File: src/rtl/branch_resolve_queue.sv
// -----------------------------------------------------------------------------
// branch_resolve_queue
//
// In-order queue of branch predictions captured at fetch from the blt lookup.
// Execute always resolves the oldest outstanding branch. The block compares the
// actual outcome with the stored prediction and drives the blt update port. On
// a mispredict it raises flush with the corrected fetch PC.
//
// Parameters
//   ADDR_WIDTH  PC / target width
//   DEPTH       maximum number of outstanding unresolved branches (power of two)
//   DEPTH_LOG2  log2(DEPTH)
//   PC_INC      fall-through increment added to the branch PC
//
// Ports
//   clk               in   clock, rising edge
//   reset             in   synchronous, active-high reset
//   push              in   fetch issued a branch; enqueue this cycle
//   push_pc           in   branch PC
//   push_pred_taken   in   blt read_valid at fetch
//   push_pred_target  in   blt read_val at fetch (ignored when not predicted taken)
//   resolve           in   execute resolved the oldest branch
//   resolve_taken     in   actual direction
//   resolve_target    in   actual taken target
//   full              out  count == DEPTH (combinational)
//   empty             out  count == 0 (combinational)
//   count             out  occupied entries
//   blt_write         out  registered one-cycle pulse -> blt write
//   blt_write_key     out  resolved entry PC -> blt write_key
//   blt_write_val     out  resolve_target -> blt write_val
//   blt_hit           out  resolve_taken -> blt hit
//   flush             out  registered one-cycle pulse on mispredict
//   flush_pc          out  corrected next fetch PC, valid while flush=1
//   mispredict_count  out  saturating mispredict counter
// -----------------------------------------------------------------------------
module branch_resolve_queue #(
    parameter int unsigned ADDR_WIDTH = 32,
    parameter int unsigned DEPTH      = 8,
    parameter int unsigned DEPTH_LOG2 = 3,
    parameter int unsigned PC_INC     = 1
) (
    input  logic                  clk,
    input  logic                  reset,
    input  logic                  push,
    input  logic [ADDR_WIDTH-1:0] push_pc,
    input  logic                  push_pred_taken,
    input  logic [ADDR_WIDTH-1:0] push_pred_target,
    input  logic                  resolve,
    input  logic                  resolve_taken,
    input  logic [ADDR_WIDTH-1:0] resolve_target,
    output logic                  full,
    output logic                  empty,
    output logic [DEPTH_LOG2:0]   count,
    output logic                  blt_write,
    output logic [ADDR_WIDTH-1:0] blt_write_key,
    output logic [ADDR_WIDTH-1:0] blt_write_val,
    output logic                  blt_hit,
    output logic                  flush,
    output logic [ADDR_WIDTH-1:0] flush_pc,
    output logic [15:0]           mispredict_count
);

    localparam logic [DEPTH_LOG2:0]   DEPTH_C   = (DEPTH_LOG2+1)'(DEPTH);
    localparam logic [ADDR_WIDTH-1:0] PC_INC_C  = ADDR_WIDTH'(PC_INC);
    localparam logic [15:0]           MC_MAX_C  = 16'hFFFF;

    // ---------------------------------------------------------------
    // Entry storage (contents are don't-care after reset)
    // ---------------------------------------------------------------
    logic [ADDR_WIDTH-1:0] pc_mem_q     [DEPTH];
    logic                  taken_mem_q  [DEPTH];
    logic [ADDR_WIDTH-1:0] target_mem_q [DEPTH];

    // Queue control state
    logic [DEPTH_LOG2-1:0] head_q,  head_d;
    logic [DEPTH_LOG2-1:0] tail_q,  tail_d;
    logic [DEPTH_LOG2:0]   count_q, count_d;

    // Registered output state
    logic                  blt_write_q,  blt_write_d;
    logic [ADDR_WIDTH-1:0] blt_key_q,    blt_key_d;
    logic [ADDR_WIDTH-1:0] blt_val_q,    blt_val_d;
    logic                  blt_hit_q,    blt_hit_d;
    logic                  flush_q,      flush_d;
    logic [ADDR_WIDTH-1:0] flush_pc_q,   flush_pc_d;
    logic [15:0]           mis_cnt_q,    mis_cnt_d;

    // Combinational decode
    logic                  full_s;
    logic                  empty_s;
    logic                  eff_resolve_s;
    logic                  eff_push_s;
    logic                  mispredict_s;
    logic [ADDR_WIDTH-1:0] head_pc_s;
    logic                  head_taken_s;
    logic [ADDR_WIDTH-1:0] head_target_s;

    // Occupancy flags and head-entry read
    always_comb begin
        full_s        = (count_q == DEPTH_C);
        empty_s       = (count_q == (DEPTH_LOG2+1)'(0));
        head_pc_s     = pc_mem_q[head_q];
        head_taken_s  = taken_mem_q[head_q];
        head_target_s = target_mem_q[head_q];
    end

    // Resolve / mispredict / push qualification
    always_comb begin
        eff_resolve_s = resolve && !empty_s;
        mispredict_s  = 1'b0;
        if (eff_resolve_s) begin
            // The predicted target only matters when the blt predicted taken.
            mispredict_s = (resolve_taken != head_taken_s) ||
                           (resolve_taken && head_taken_s &&
                            (resolve_target != head_target_s));
        end else begin
            mispredict_s = 1'b0;
        end
        // A pop in the same cycle frees a slot, so a full queue can still accept.
        eff_push_s = push && (!full_s || eff_resolve_s) && !mispredict_s;
    end

    // Next-state for pointers and occupancy
    always_comb begin
        head_d  = head_q;
        tail_d  = tail_q;
        count_d = count_q;
        if (mispredict_s) begin
            // Everything younger than the mispredicted branch is wrong-path.
            head_d  = tail_q;
            tail_d  = tail_q;
            count_d = (DEPTH_LOG2+1)'(0);
        end else begin
            if (eff_resolve_s) begin
                head_d = head_q + DEPTH_LOG2'(1);
            end else begin
                head_d = head_q;
            end
            if (eff_push_s) begin
                tail_d = tail_q + DEPTH_LOG2'(1);
            end else begin
                tail_d = tail_q;
            end
            case ({eff_push_s, eff_resolve_s})
                2'b10:   count_d = count_q + (DEPTH_LOG2+1)'(1);
                2'b01:   count_d = count_q - (DEPTH_LOG2+1)'(1);
                default: count_d = count_q;
            endcase
        end
    end

    // Next-state for the blt update port, flush and mispredict counter
    always_comb begin
        blt_write_d = eff_resolve_s;
        blt_key_d   = blt_key_q;
        blt_val_d   = blt_val_q;
        blt_hit_d   = blt_hit_q;
        flush_d     = mispredict_s;
        flush_pc_d  = flush_pc_q;
        mis_cnt_d   = mis_cnt_q;
        if (eff_resolve_s) begin
            // Every resolve trains the blt, correct or not.
            blt_key_d = head_pc_s;
            blt_val_d = resolve_target;
            blt_hit_d = resolve_taken;
        end else begin
            blt_key_d = blt_key_q;
            blt_val_d = blt_val_q;
            blt_hit_d = blt_hit_q;
        end
        if (mispredict_s) begin
            if (resolve_taken) begin
                flush_pc_d = resolve_target;
            end else begin
                flush_pc_d = head_pc_s + PC_INC_C;
            end
            if (mis_cnt_q != MC_MAX_C) begin
                mis_cnt_d = mis_cnt_q + 16'd1;
            end else begin
                mis_cnt_d = mis_cnt_q;
            end
        end else begin
            flush_pc_d = flush_pc_q;
            mis_cnt_d  = mis_cnt_q;
        end
    end

    // Entry write on an accepted push
    always_ff @(posedge clk) begin
        if (!reset && eff_push_s) begin
            pc_mem_q[tail_q]     <= push_pc;
            taken_mem_q[tail_q]  <= push_pred_taken;
            target_mem_q[tail_q] <= push_pred_target;
        end
    end

    // Control and output state registers
    always_ff @(posedge clk) begin
        if (reset) begin
            head_q      <= DEPTH_LOG2'(0);
            tail_q      <= DEPTH_LOG2'(0);
            count_q     <= (DEPTH_LOG2+1)'(0);
            blt_write_q <= 1'b0;
            blt_key_q   <= ADDR_WIDTH'(0);
            blt_val_q   <= ADDR_WIDTH'(0);
            blt_hit_q   <= 1'b0;
            flush_q     <= 1'b0;
            flush_pc_q  <= ADDR_WIDTH'(0);
            mis_cnt_q   <= 16'd0;
        end else begin
            head_q      <= head_d;
            tail_q      <= tail_d;
            count_q     <= count_d;
            blt_write_q <= blt_write_d;
            blt_key_q   <= blt_key_d;
            blt_val_q   <= blt_val_d;
            blt_hit_q   <= blt_hit_d;
            flush_q     <= flush_d;
            flush_pc_q  <= flush_pc_d;
            mis_cnt_q   <= mis_cnt_d;
        end
    end

    assign full             = full_s;
    assign empty            = empty_s;
    assign count            = count_q;
    assign blt_write        = blt_write_q;
    assign blt_write_key    = blt_key_q;
    assign blt_write_val    = blt_val_q;
    assign blt_hit          = blt_hit_q;
    assign flush            = flush_q;
    assign flush_pc         = flush_pc_q;
    assign mispredict_count = mis_cnt_q;

endmodule

File: config.mk
export PLATFORM = sky130hd
export DESIGN_NAME = branch_resolve_queue
export DESIGN_NICKNAME = d
export VERILOG_FILES = /design/src/rtl/branch_resolve_queue.sv
export SDC_FILE = /design/constraint.sdc
export NUM_CORES = 1
export LEC_CHECK = 0
export ABC_AREA = 1
export BUFFER_PORTS_ARGS = -buffer_cell sky130_fd_sc_hd__buf_2
export CORE_MARGIN = 2
export CORE_UTILIZATION = 57
export CTS_CLUSTER_DIAMETER = 80
export DETAILED_ROUTE_END_ITERATION = 10
export MAX_ROUTING_LAYER = met4
export PLACE_DENSITY = 0.76
export SYNTH_ARGS = -nofsm -noshare
export SYNTH_HDL_FRONTEND = slang
export SYNTH_SLANG_ARGS = --single-unit
File: constraint.sdc
create_clock -name clk -period 10.6 [get_ports clk]
set_input_delay 2.12 -clock clk [delete_from_list [all_inputs] [get_ports clk]]
set_output_delay 2.12 -clock clk [all_outputs]
set_load 0.005 [all_outputs]
==> impl_metrics.env <==
export IMPL_powerDensity_mw_per_mm2=262
export IMPL_setup_viol=0
export IMPL_maxCapViolations=0
export IMPL_slowest_delay_ns=0.94
export IMPL_max_freq_mhz=132
export IMPL_place_inst=3458
export IMPL_ant_nets=0
export IMPL_leakagePower_uw=0.0127
export IMPL_hold_violations=0
export IMPL_swShare=0.368
export IMPL_area_growth_pct=13.2
export IMPL_p_sw_uw=3010
export IMPL_drt_initial_drc_count=2788
export IMPL_io_pins=223
export IMPL_cp_slowest_cell="dfxtp_4"
export IMPL_die_area_mm2=0.0502
export IMPL_grt_max_degree=199
export IMPL_start_util=0.578
export IMPL_antenna_found_initial=8
export IMPL_cp_data_arrival_time_ns=7.81
export IMPL_htreeDepth=3
export IMPL_port_buffers=222
export IMPL_path_buf_inv=4
export IMPL_gp_congestion=0.936
export IMPL_cts_tree="yes"
export IMPL_synth_cell_types=39
export IMPL_placed_cell_area_mm2=0.0290
export IMPL_ys_seq_area_frac=0.658
export IMPL_outcome="completed"
export IMPL_synth_edf_count=520
export IMPL_syn_instance_count=2736
export IMPL_multi_input_area_mm2=0.00769
export IMPL_cts_root_buffer="clkbuf_16"
export IMPL_postCtsHoldBufs=0
export IMPL_seq_area_mm2=0.0182
export IMPL_die_width_um=224
export IMPL_ir_drop_mv=0.216
export IMPL_critPathRequiredTime_ns=10.84
export IMPL_synth_async_sr_flop_share=0
export IMPL_pwr_share_seq=0.386
export IMPL_worstMarginPinSlew_ns=1.23
export IMPL_p_comb_frac=0.318
export IMPL_cp_common_cell="nand2_1"
export IMPL_rows=80
export IMPL_cp_end_kind="flop"
export IMPL_critPathKind="reg2reg"
export IMPL_firstDrtPassIters=8
export IMPL_grt_pass1_wl_mm=115
export IMPL_hold_ws_ns=0.456
export IMPL_cts_resized=0
export IMPL_finalInstanceArea_mm2=0.0313
export IMPL_drc=0
export IMPL_dp_hpwl_mm=47.8
export IMPL_cts_buffers_inserted=67
export IMPL_via_count=21000
export IMPL_wl_per_cell_um=21.5
export IMPL_internal_power_uw=5170
export IMPL_worst_clock_skew_ns=0.0243
export IMPL_layout_nets=3023
export IMPL_yosysWarnings=0
export IMPL_min_path_type="reg2reg"
export IMPL_synth_area_mm2=0.0276
export IMPL_critPathLaunchType="flop"
export IMPL_core_mm2=0.0477
export IMPL_grt_pass1_vias=19300
export IMPL_path_cells="clkinv_2 > buf_4 > nor2_1 > o21ai_0 > nand3_1 > nand3_1 > nand2_1 > nand2_1 > nor2_1 > nand2_1 > nor2_1 > nand2_1 > nand2_1 > nand2_1 > nand2_2 > nand2_2 > inv_2 > nand2_1 > nor2_4 > buf_4"
export IMPL_synth_ff_type="edfxtp_1"
export IMPL_slew_violations=0
export IMPL_fp_dieH_um=224
export IMPL_clockPowerShare=0.296
export IMPL_layout_common_cells="671 x nand2_1, 520 x edfxtp_1, 264 x nor2_1, 252 x inv_1, 231 x nand3_1"
export IMPL_layout_commonest_cell="nand2_1"
export IMPL_post_cts_buffers=0
export IMPL_clk_path_buf_depth=3
export IMPL_clock_latency_ns=0.62
export IMPL_fin_crit_sh=0.714
export IMPL_crit_fanout=70
export IMPL_max_slew_margin_rel=0.179
export IMPL_grt_overflow=0
export IMPL_cp_top_family="simple AND/OR/NAND/NOR gates"
export IMPL_clkTransAtPathRegs_ns=0.06
export IMPL_synth_seq_cells=648
export IMPL_finalWirelength_mm=77.1
export IMPL_avgSynthCellArea_um2=10.1
export IMPL_vias_per_cell=5.85
export IMPL_gr_usage_all_layers=0.313
export IMPL_synth_fp_nets=2847
export IMPL_fillers=3622
export IMPL_tns_ns=0
export IMPL_period_minus_slack_ns=7.57
export IMPL_rsz0062_at_grt="no"
export IMPL_fin_cells=3589
export IMPL_drive_gt1_frac=0.135
export IMPL_clock_sinks=648
## cell usage after synthesis, drive strengths merged, types with 22 or more instances
master,n,share of area
dfxtp,128,0.093
nor2,277,0.039
o22ai,65,0.015
edfxtp,520,0.57
clkbuf,56,0.0077
nand2,673,0.092
buf,86,0.022
a21oi,87,0.016
o21ai,268,0.051
inv,261,0.035
nand3,232,0.042
nand4,22,0.0050
## metal layers
metal	track usage	vias to the layer above	part of all wire
met5	-	-	0
met1	0.420	9989	0.39
met4	0.118	0	0.029
met3	0.0645	148	0.12
li1	-	9609	-
met2	0.473	1233	0.47
## per-stage QoR
| step | worst slack (ns) | total power [uW] | utilization |
|---|---|---|---|
| 2_1_floorplan | 2.52 | 4920 | - |
| 3_3_place_gp | 3.38 | 5670 | 0.607 |
| 3_5_place_dp | 3.27 | 5740 | 0.607 |
| 4_1_cts | 3.20 | 8160 | 0.654 |
| 5_1_grt | 2.62 | 8570 | 0.655 |
| 6_report | 3.03 | 8180 | 0.655 |
## path summary, 6_finish.rpt
check	to	slack [ns]	cells after the start	from
worst max-delay path	pc_mem_q[2][31]	3.03	20	flop
worst min-delay path	flush_pc[28]	0.46	2	flush_pc[28]
worst max register to register	pc_mem_q[2][31]	3.03	20	flop
worst min register to register	flush_pc[28]	0.46	2	flush_pc[28]
## cells by family (layout without fill, tap and decap cells)
logic type	Yosys count	in the layout	synth area share
compound gates	424	424	0.0826
fa+ha+maj	9	9	0.00435
flops	648	648	0.658
other cells	0	9	0
buf+inv	406	635	0.0651
simple gates	1226	1226	0.182
xor+xnor	23	23	0.00729
## power groups by stage
stage                     clock, uW  combinational [uW]  sequential (uW)
after detailed placement          0                2540             3200
after CTS                      2440                2560             3150
after floorplan                   0                1780             3140
after global routing           2540                2860             3170
after global placement            0                2480             3190
final                          2420                2600             3160
## sequential cells by signal (all words and copies together) (netlist names), named ones only
register,cells
blt_write,1
taken_mem_q,8
pc_mem_q,256
flush,1
tail_q,3
head_q,3
blt_write_key,32
blt_write_val,32
mispredict_count,16
blt_hit,1
flush_pc,32
count,4
target_mem_q,256
## cell type report
cell class              count  share of cell area
inverters                 264              0.0320
diodes                      9            0.000721
multi-input cells        1682               0.246
well taps                 615              0.0246
clock buffers              88              0.0605
clock inverters            34              0.0117
repair buffers            249              0.0424
flip-flops and latches    648               0.582
## worst min-delay path, stage by stage (launching register included)
cell and delay (ns):
dfxtp_1 0.31, nand2_1 0.06, nand2_1 0.04
Power figures use the tool's default switching activity.
